===== src/rtl/bsg_chip_pkg.sv =====
// Shared bsg_tag transmitter types and sizes.
// Frame: start, len, data_not_reset, id, payload (LSB first).
package bsg_chip_pkg;

  localparam int tag_els_gp               = 1024;
  localparam int tag_lg_els_gp            = 10;
  localparam int tag_max_payload_width_gp = 12;
  localparam int tag_lg_width_gp          = 4;

  localparam int tag_tx_hdr_width_gp =
    1 + tag_lg_width_gp + 1 + tag_lg_els_gp;

  localparam int tag_tx_frame_width_gp =
    tag_tx_hdr_width_gp + tag_max_payload_width_gp;

  localparam int tag_tx_cnt_width_gp =
    $clog2(tag_tx_frame_width_gp + 1);

  typedef struct packed {
    logic [tag_max_payload_width_gp-1:0] payload;
    logic [tag_lg_els_gp-1:0]            id;
    logic                                data_not_reset;
    logic [tag_lg_width_gp-1:0]          len;
  } bsg_chip_tag_tx_pkt_s;

  typedef enum logic [1:0] {
    e_idle,
    e_hdr,
    e_pay,
    e_gap
  } tag_tx_state_e;

  // Bits at or above len are zeroed so the tail of the frame idles at 0.
  function automatic logic [tag_max_payload_width_gp-1:0]
    tag_payload_mask(
      input logic [tag_max_payload_width_gp-1:0] payload,
      input logic [tag_lg_width_gp-1:0]          len
    );
    logic [tag_max_payload_width_gp-1:0] m;
    m = '0;
    for (int i = 0; i < tag_max_payload_width_gp; i++) begin
      m[i] = payload[i] & (i < int'(len));
    end
    return m;
  endfunction

endpackage


===== src/rtl/bsg_chip_tag_tx_piso.sv =====
// Loadable parallel-in/serial-out shift register, LSB out first.
// Zeros shift in from the top so an exhausted register idles at 0.
module bsg_chip_tag_tx_piso
  import bsg_chip_pkg::*;
#(
  parameter int width_p = tag_tx_frame_width_gp
) (
  input  logic               clk_i,
  input  logic               reset_n_i,
  input  logic               load_i,
  input  logic               shift_i,
  input  logic [width_p-1:0] data_i,
  output logic               data_o
);

  logic [width_p-1:0] sr_q;

  always_ff @(posedge clk_i or negedge reset_n_i) begin
    if (!reset_n_i) begin
      sr_q <= '0;
    end else if (load_i) begin
      sr_q <= data_i;
    end else if (shift_i) begin
      sr_q <= {1'b0, sr_q[width_p-1:1]};
    end
  end

  assign data_o = sr_q[0];

endmodule


===== src/rtl/bsg_chip_tag_tx.sv =====
// bsg_tag serial transmitter: one request in flight, registered output.
// Define BSG_TAG_TX_GAP_EN to insert gap_p idle cycles after each frame.
module bsg_chip_tag_tx
  import bsg_chip_pkg::*;
#(
  parameter int els_p               = tag_els_gp,
  parameter int lg_els_p            = tag_lg_els_gp,
  parameter int max_payload_width_p = tag_max_payload_width_gp,
  parameter int lg_width_p          = tag_lg_width_gp,
  parameter int gap_p               = 4
) (
  input  logic                           clk_i,
  input  logic                           reset_n_i,
  input  logic                           v_i,
  output logic                           ready_and_o,
  input  logic [lg_els_p-1:0]            id_i,
  input  logic                           data_not_reset_i,
  input  logic [lg_width_p-1:0]          len_i,
  input  logic [max_payload_width_p-1:0] payload_i,
  output logic                           tag_data_o,
  output logic                           busy_o,
  output logic                           err_o
);

  typedef logic [tag_tx_cnt_width_gp-1:0] cnt_t;

  // Holds ready low if the id space cannot address every client.
  localparam bit cfg_ok_lp =
    (els_p <= (1 << lg_els_p)) && (gap_p > 0);

  localparam logic [lg_width_p:0] max_len_lp =
    max_payload_width_p[lg_width_p:0];

  localparam cnt_t hdr_last_lp =
    cnt_t'(tag_tx_hdr_width_gp - 1);

  localparam cnt_t gap_last_lp = cnt_t'(gap_p - 1);

`ifdef BSG_TAG_TX_GAP_EN
  localparam tag_tx_state_e done_lp = e_gap;
`else
  localparam tag_tx_state_e done_lp = e_idle;
`endif

  tag_tx_state_e state_q, state_n;
  cnt_t          cnt_q, cnt_n;
  logic [lg_width_p-1:0] len_q;
  logic          live_q;
  logic          err_q;

  logic accept;
  logic too_long;
  logic load;
  logic shift;
  cnt_t pay_last;

  bsg_chip_tag_tx_pkt_s pkt;
  logic [tag_tx_frame_width_gp-1:0] frame;

  assign ready_and_o = cfg_ok_lp & live_q
                     & (state_q == e_idle);
  assign accept   = v_i & ready_and_o;
  assign too_long = {1'b0, len_i} > max_len_lp;
  assign load     = accept & ~too_long;
  assign pay_last = cnt_t'(len_q) - cnt_t'(1);

  always_comb begin
    pkt = '0;
    pkt.payload = tag_payload_mask(payload_i, len_i);
    pkt.id             = id_i;
    pkt.data_not_reset = data_not_reset_i;
    pkt.len            = len_i;
  end

  assign frame = {pkt, 1'b1};

  always_comb begin
    state_n = state_q;
    cnt_n   = cnt_q;
    shift   = 1'b0;
    unique case (state_q)
      e_idle: begin
        if (load) begin
          state_n = e_hdr;
          cnt_n   = '0;
        end
      end
      e_hdr: begin
        shift = 1'b1;
        if (cnt_q == hdr_last_lp) begin
          cnt_n   = '0;
          state_n = (len_q != '0) ? e_pay : done_lp;
        end else begin
          cnt_n = cnt_q + cnt_t'(1);
        end
      end
      e_pay: begin
        shift = 1'b1;
        if (cnt_q == pay_last) begin
          cnt_n   = '0;
          state_n = done_lp;
        end else begin
          cnt_n = cnt_q + cnt_t'(1);
        end
      end
      e_gap: begin
        if (cnt_q == gap_last_lp) begin
          cnt_n   = '0;
          state_n = e_idle;
        end else begin
          cnt_n = cnt_q + cnt_t'(1);
        end
      end
      default: begin
        state_n = e_idle;
        cnt_n   = '0;
      end
    endcase
  end

  always_ff @(posedge clk_i or negedge reset_n_i) begin
    if (!reset_n_i) begin
      state_q <= e_idle;
      cnt_q   <= '0;
      len_q   <= '0;
      live_q  <= 1'b0;
      err_q   <= 1'b0;
    end else begin
      state_q <= state_n;
      cnt_q   <= cnt_n;
      live_q  <= 1'b1;
      err_q   <= accept & too_long;
      if (load) begin
        len_q <= len_i;
      end
    end
  end

  bsg_chip_tag_tx_piso #(
    .width_p(tag_tx_frame_width_gp)
  ) piso (
    .clk_i    (clk_i),
    .reset_n_i(reset_n_i),
    .load_i   (load),
    .shift_i  (shift),
    .data_i   (frame),
    .data_o   (tag_data_o)
  );

  assign busy_o = (state_q != e_idle);
  assign err_o  = err_q;

endmodule


===== config.mk =====
export PLATFORM = sky130hd
export DESIGN_NAME = bsg_chip_tag_tx
export DESIGN_NICKNAME = d
export VERILOG_FILES = /design/src/rtl/bsg_chip_pkg.sv /design/src/rtl/bsg_chip_tag_tx_piso.sv /design/src/rtl/bsg_chip_tag_tx.sv
export SDC_FILE = /design/constraint.sdc
export NUM_CORES = 1
export LEC_CHECK = 0
export BUFFER_PORTS_ARGS = -buffer_cell sky130_fd_sc_hd__buf_4
export CAP_MARGIN = 10
export CORE_ASPECT_RATIO = 1.1
export CORE_MARGIN = 1.5
export CORE_UTILIZATION = 59
export CTS_BUF_LIST = sky130_fd_sc_hd__clkbuf_8
export DETAILED_ROUTE_END_ITERATION = 6
export PLACE_DENSITY = 0.82
export SLEW_MARGIN = 20
export SYNTH_ARGS = -nofsm -noshare
export SYNTH_HDL_FRONTEND = slang
export SYNTH_HIERARCHICAL = 1
export SYNTH_SLANG_ARGS = --single-unit

===== constraint.sdc =====
create_clock -name clk_i -period 2.5 [get_ports clk_i]
set_clock_uncertainty 0.05 [all_clocks]
set_input_delay 0.25 -clock clk_i [delete_from_list [all_inputs] [get_ports clk_i]]
set_output_delay 0.25 -clock clk_i [all_outputs]
set_load 0.005 [all_outputs]

==> impl_metrics.tcl, run 1 <==
set metrics [dict create \
    outcome "finished clean" \
    cts-htree-levels 2 \
    switching_share_pct 34.96 \
    power_leakage_nw 1.266 \
    p_int_mw 1.742 \
    worst_r2r_path_depth 7 \
    overall_global_routing_usage_pct 22.82 \
    drc 0 \
    critical_path.reg2reg.startpoint "len_q[0]" \
    rr_endpoint "state_q[0]" \
    routed_wl_per_cell_um 13.78 \
    final_max_slew_viol_count 0 \
    routed-via-count 1700 \
    criticalPathCategory "flip-flop to flip-flop" \
    vias_in_the_first_global_route 1697 \
    hold_buffers 1 \
    worst_setup_path_end_kind "flip-flop" \
    final_number_of_setup_violating_endpoints 0 \
    power.density_mw_per_mm2 999.2 \
    rrSetupSlack_ns 0.14 \
    synth_enable_flop_cells 0 \
    synthToLayoutAreaGrowth_pct 15.72 \
    start_util_pct 62.39 \
    vias_per_cell 5.449 \
    fillCellCount 262 \
    ys_types 44 \
    grt.overflow.total 0 \
    critPathSlowestCell "a2111oi_4" \
    peakVddDrop_uv 812.4 \
    layout.cells.most_common "dfrtp_1" \
    top_level_ports 34 \
    port_buffers 33 \
    hold_end "piso/sr_q[15]" \
    core_area_mm2 0.003712 \
    worst_setup_path_start_kind "flip-flop" \
    synth.area.top_cells "dfrtp_1, mux2i_1, nand2_1, ha_1, o21ai_1" \
    num-nets-final 300 \
    period_minus_slack_ns 2.358 \
    synth_top_cell_area_share_pct 44.30 \
    worstPathCellList "inv_1, ha_1, o21ba_1, a221oi_2, o2111ai_2, a2111oi_4, mux2_4" \
    combinationalPowerShare_pct 39.1 \
    grt_pass1_wl_mm 7.672 \
    clock_sinks 41 \
    layout-drive-gt1-share_pct 18.70 \
    tritoncts "yes" \
    slew_headroom_pct 63.56 \
    cts-root-to-sink-buffers 2 \
    die_height_um 68.71 \
    finalNonFillerCells 312 \
    ant_nets 0 \
    worst_slew_pin_slew_ns 0.5433 \
    syn_area_mm2 0.002316 \
    cp.arrival_ns 2.48 \
    holdCritStartpoint "id_i[9]" \
    critical_path.max_fanout 5 \
    finalHoldViolCount 0 \
    clk_latency_worst_skew_pair_ns 0.29 \
    drtPass1Iterations 4 \
    final_core_util_pct 72.19 \
    postCtsSetupRepairBufs 0 \
    final.setup.worst_slack_ns 0.1417 \
    mostFrequentLayoutCells "dfrtp_1, nand2_1, buf_4" \
    die-width_um 62.74 \
    wl_mm 4.299 \
    max-cap-violations 0 \
    maximum_number_of_pins_on_one_net_before_global_route_repair 45 \
    antenna_violations_before_repair 0 \
    postSynth.topFlopCell "dfrtp_1" \
    numCtsBuffers 5 \
    detailedPlacementHpwl_mm 3.045 \
    synthesis.area_per_instance_um2 9.983 \
    post-route-period-util_pct 94.33 \
    cts_root_buffer "clkbuf_8" \
    clockPowerShare_pct 20.5 \
    num_rows 23 \
    max_freq_mhz 424.0 \
    rsz0062_at_grt "no" \
    async_reset_ff_share_pct 100.0 \
    clkSlewWorstSetupHoldPaths_ns 0.08 \
    holdPathStages 3 \
    finalHoldWorstSlack_ns 0.1222 \
    detailedPlace.worstSlack_ns 0.1507 \
    dpl.cell_count 303 \
    synthDominantAreaCellType "dfrtp_1" \
    initialDrtViolationCount 86 \
    cp.required_ns 2.63 \
    die_area_mm2 0.004311 \
    ys_warn_count 6 \
    yosysSeqAreaShare_pct 44.30 \
    post_cts_resize_count 0 \
    critical-path-max-stage-delay_ns 0.45 \
    diodes 0 \
    gpl.final_weighted_congestion 0.8449 \
    seq_power_share_pct 40.4 \
    holdCritPathClass "primary input to flip-flop" \
    netlist_instances 232 \
    final_tns_setup_ns 0 \
    yosys_register_bits 41 \
    p_switching_mw 0.9363 \
]
-- cells in the mapped netlist (2+ instances only) --
cell	number
and3_1	2
o31a_1	2
nand2b_1	2
dfrtp_1	41
a21o_1	2
nor2_1	5
ha_1	9
clkbuf_1	7
buf_6	2
inv_1	9
o21ai_0	11
o21ai_1	20
xor2_1	3
nor2b_1	4
buf_12	2
o31ai_1	2
nor3_1	3
mux2i_1	27
xnor2_1	2
o21a_1	2
a21oi_1	4
o22a_1	2
o41ai_1	2
nand3_1	4
buf_2	4
nand2_1	39
a31oi_1	2
and2_1	2
-- power groups by stage --
stage          sequential, mW  combinational (mW)  clock, mW
2_1_floorplan            1.04               0.904          0
3_3_place_gp             1.08                1.01          0
3_5_place_dp             1.09                1.04          0
4_1_cts                  1.08                1.06      0.557
5_1_grt                  1.11                1.18      0.585
6_report                 1.08                1.05      0.549
-- critical path: cells and delay by family, from the launching register on --
| family | cells | cell delay [ns] |
|---|---|---|
| AOI/OAI and AO/OA | 4 | 1.14 |
| adders and majority gates | 1 | 0.26 |
| buffers and inverters | 1 | 0.08 |
| DFF | 1 | 0.39 |
| muxes | 1 | 0.33 |
-- routing by layer --
metal  global-route usage [%]  vias up  part of all wire, %
li1                         -      865                    -
met1                    29.25      804                   46
met4                    8.056        0                 0.88
met5                        0        -                    0
met2                    40.73       27                   50
met3                    2.922        4                  2.7
-- how the worst max path moves through the flow --
stage | from | end | slack (ns) | depth (start not counted)
after detailed placement | len_q[0] | state_q[0] | 0.15 | 7
after global routing | len_q[0] | state_q[0] | 0.03 | 7
after floorplan | len_q[0] | state_q[0] | 0.31 | 7
after global placement | len_q[0] | state_q[0] | 0.26 | 7
final | len_q[0] | state_q[0] | 0.14 | 7
after CTS | len_q[0] | state_q[0] | 0.14 | 7
-- cells by family (layout without fill, tap and decap cells) --
kind of cell | after synthesis | after routing | share of synthesized area (%)
and+or+nand+nor | 63 | 63 | 12.05
buffers and inverters | 25 | 54 | 6.483
adders and majority gates | 9 | 9 | 4.862
other | 1 | 2 | 0.1619
xor gates and xnor gates | 5 | 5 | 1.891
AOI/OAI and AO/OA | 60 | 60 | 17.94
DFF | 41 | 41 | 44.30
muxes | 28 | 28 | 12.32
-- layout make-up --
type / instances / area, µm² / share of cell area [%]
Clock buffer: 6 / 82.58 / 3.081
Timing Repair Buffer: 37 / 292.8 / 10.92
Multi-Input combinational cell: 167 / 1145 / 42.72
Tap cell: 50 / 62.56 / 2.334
Inverter: 9 / 33.78 / 1.261
Clock inverter: 2 / 37.54 / 1.401
Sequential cell: 41 / 1026 / 38.28
-- sequential cells by signal, indices dropped and copies added, names as in the netlist --
name,cells
state_q,2
cnt_q,5
err_o,1
piso/sr_q,28
live_q,1
len_q,4
-- per-stage QoR --
step / power [mW] / instance area (µm²)
after global placement: 2.089 / 2550
final: 2.678 / 2680
after floorplan: 1.942 / 2320
after detailed placement: 2.137 / 2550
after CTS: 2.693 / 2680
after global routing: 2.881 / 2680
No activity file was read; power rests on OpenSTA's default activity.
==> run 2, diff against run 1 <==
- ABC_AREA: unset -> 1
==> impl_metrics.tcl, run 2 <==
set metrics [dict create \
    outcome "finished clean" \
    reg.largest.list "piso/sr_q: 28 flops, cnt_q: 5 flops, len_q: 4 flops" \
    detailedPlacementHpwl_mm 3.456 \
    postCtsSetupRepairBufs 0 \
    layout-drive-gt1-share_pct 16.91 \
    cp.required_ns 2.61 \
    synth_simple_gate_area_share_pct 38.27 \
    antenna_violations_before_repair 0 \
    postSynth.topFlopCell "dfrtp_1" \
    synthesis.area_per_instance_um2 7.759 \
    gpl.final_weighted_congestion 0.8397 \
    holdCritPathClass "primary input to flip-flop" \
    post_synth_most_frequent_cells "nand2_1, nand3_1, dfrtp_1" \
    grt_pass1_wl_mm 8.625 \
    die-width_um 63.19 \
    switching_share_pct 42.29 \
    die_area_mm2 0.004373 \
    clkSlewWorstSetupHoldPaths_ns 0.08 \
    cp.arrival_ns 2.23 \
    synthMostInstantiatedCell "nand2_1" \
    post-route-period-util_pct 84.86 \
    top_level_ports 34 \
    synth.mux.area_fraction_pct 0 \
    cts-root-to-sink-buffers 2 \
    ys_types 25 \
    max_freq_mhz 471.4 \
    start_util_pct 62.84 \
    worst_r2r_path_depth 10 \
    wp_buf_inv 4 \
    synthAdderAreaFrac_pct 4.790 \
    critical-path-max-stage-delay_ns 0.42 \
    post_synth_xor_area_fraction_pct 0.7451 \
    hold_buffers 1 \
    post_cts_resize_count 0 \
    num-nets-final 376 \
    worst_setup_path_end_kind "flip-flop" \
    rsz0062_at_grt "no" \
    clock_sinks 41 \
    num_rows 23 \
    hold_end "piso/sr_q[12]" \
    maximum_number_of_pins_on_one_net_before_global_route_repair 42 \
    vias_in_the_first_global_route 1950 \
    numCtsBuffers 5 \
    worst_setup_path_start_kind "flip-flop" \
    critical_path.reg2reg.startpoint "state_q[0]" \
    ys_warn_count 6 \
    yosys_register_bits 41 \
    syn_area_mm2 0.002351 \
    synth.area.top_cells "dfrtp_1, nand2_1, nand3_1, ha_1, inv_1" \
    max-cap-violations 0 \
    core_area_mm2 0.003741 \
    seq_power_share_pct 36.7 \
    combinationalPowerShare_pct 45.2 \
    mostFrequentLayoutCells "nand2_1, nand3_1, dfrtp_1" \
    vias_per_cell 5.401 \
    layout.cells.most_common "nand2_1" \
    peakVddDrop_uv 928.2 \
    synth_top_family_by_area "simple AND/OR/NAND/NOR gates" \
    clk_latency_worst_skew_pair_ns 0.30 \
    drc 0 \
    power.density_mw_per_mm2 1059 \
    finalHoldViolCount 0 \
    grt.overflow.total 0 \
    synthDominantAreaCellType "dfrtp_1" \
    port_buffers 33 \
    ant_nets 0 \
    initialDrtViolationCount 210 \
    criticalPathCategory "flip-flop to flip-flop" \
    total_power_consumption_of_the_routed_design_mw 2.874 \
    drtPass1Iterations 4 \
    routed_wl_per_cell_um 13.08 \
    diodes 0 \
    critPathSlowestCell "dfrtp_1" \
    worst_slew_pin_slew_ns 0.6216 \
    tritoncts "yes" \
    synth_top_cell_area_share_pct 43.64 \
    final_number_of_setup_violating_endpoints 0 \
    crit_path_cell_count 10 \
    cts-htree-levels 2 \
    rrSetupSlack_ns 0.38 \
    netlist_instances 303 \
    rr_endpoint "piso/sr_q[11]" \
    clockPowerShare_pct 18.1 \
    final_tns_setup_ns 0 \
    die_height_um 69.21 \
    cts_root_buffer "clkbuf_8" \
    holdCritStartpoint "id_i[6]" \
    p_int_mw 1.658 \
    cp_top_family "buffers and inverters" \
    p_switching_mw 1.215 \
    async_reset_ff_share_pct 100.0 \
    flip_flop_count_of_the_largest_register_all_copies_and_words_added 28 \
    yosysSeqAreaShare_pct 43.64 \
    critical_path.max_fanout 27 \
    final_max_slew_viol_count 0 \
    fillCellCount 311 \
    period_minus_slack_ns 2.121 \
    post_synthesis_compound_gate_area_fraction_pct 4.843 \
    wl_mm 5.061 \
    routed-via-count 2090 \
    largest_register "piso/sr_q" \
    worstPathCellList "inv_1, ha_1, nand2_1, inv_1, nand2_1, nor2_4, buf_4, inv_2, nand3_1, nand3_1" \
    synthToLayoutAreaGrowth_pct 15.43 \
    overall_global_routing_usage_pct 24.58 \
    synth_enable_flop_cells 0 \
    slew_headroom_pct 58.46 \
    power_leakage_nw 1.425 \
    holdPathStages 3 \
]
run 2: cell count changes after synthesis, moves of 6 or more:
| cell | before | now |
|---|---|---|
| mux2i_1 | 27 | 0 |
| nand3_1 | 4 | 66 |
| o21ai_1 | 20 | 0 |
| inv_1 | 9 | 21 |
| clkbuf_1 | 7 | 1 |
| nand2_1 | 39 | 109 |
run 2: logic make-up after synthesis:
group,count (synthesis)
and+or+nand+nor,196
DFF,41
buffers and inverters,35
AOI/OAI and AO/OA,19
adders and majority gates,9
xor gates and xnor gates,2
other,1
run 2: final cells by class:
cell class,count,area [µm²],share of cell area [%]
Inverter,24,90.09,3.320
Timing Repair Buffer,37,280.3,10.33
Tap cell,50,62.56,2.305
Clock buffer,5,68.82,2.536
Clock inverter,2,35.03,1.291
Multi-Input combinational cell,228,1151,42.42
Sequential cell,41,1026,37.81
run 2: power by group through the flow:
stage	Clock, mW	Sequential [mW]	Combinational, mW
floorplan	0	1.02	1.08
global placement	0	1.06	1.24
detailed placement	0	1.06	1.27
CTS	0.526	1.05	1.29
global route	0.554	1.08	1.47
finish	0.519	1.06	1.30
run 2: worst reg2reg max path, delay by kind of cell, from the launching register on:
family | cells | cell delay [ns]
and+or+nand+nor | 5 | 0.63
adders and majority gates | 1 | 0.17
DFF | 1 | 0.42
buffers and inverters | 4 | 0.72
run 2: metal layers:
metal / up-vias / share of wire, % / track usage (%)
met3: 9 / 6.6 / 5.844
met1: 959 / 44 / 32.87
met5: - / 0 / 0
met4: 0 / 1.4 / 8.213
met2: 83 / 48 / 39.48
li1: 1039 / - / -
run 2: worst max-delay path by stage:
stage | start | end
floorplan | state_q[0] | piso/sr_q[16]
global placement | state_q[0] | piso/sr_q[14]
finish | state_q[0] | piso/sr_q[11]
CTS | state_q[0] | piso/sr_q[11]
global route | state_q[1] | piso/sr_q[11]
detailed placement | state_q[0] | piso/sr_q[11]
run 2: through the flow:
stage / area [µm²] / setup WS [ns] / util (%) / hold WS (ns) / instances
after floorplan: 2355 / 0.7404 / - / -0.09559 / 304
after global placement: 2600 / 0.5160 / 69.50 / 0.2129 / 379
after detailed placement: 2600 / 0.3930 / 69.50 / 0.2164 / 379
after CTS: 2714 / 0.3779 / 72.54 / 0.1142 / 387
after global routing: 2714 / 0.2078 / 72.54 / 0.1174 / 387
final: 2714 / 0.3785 / 72.54 / 0.1159 / 387
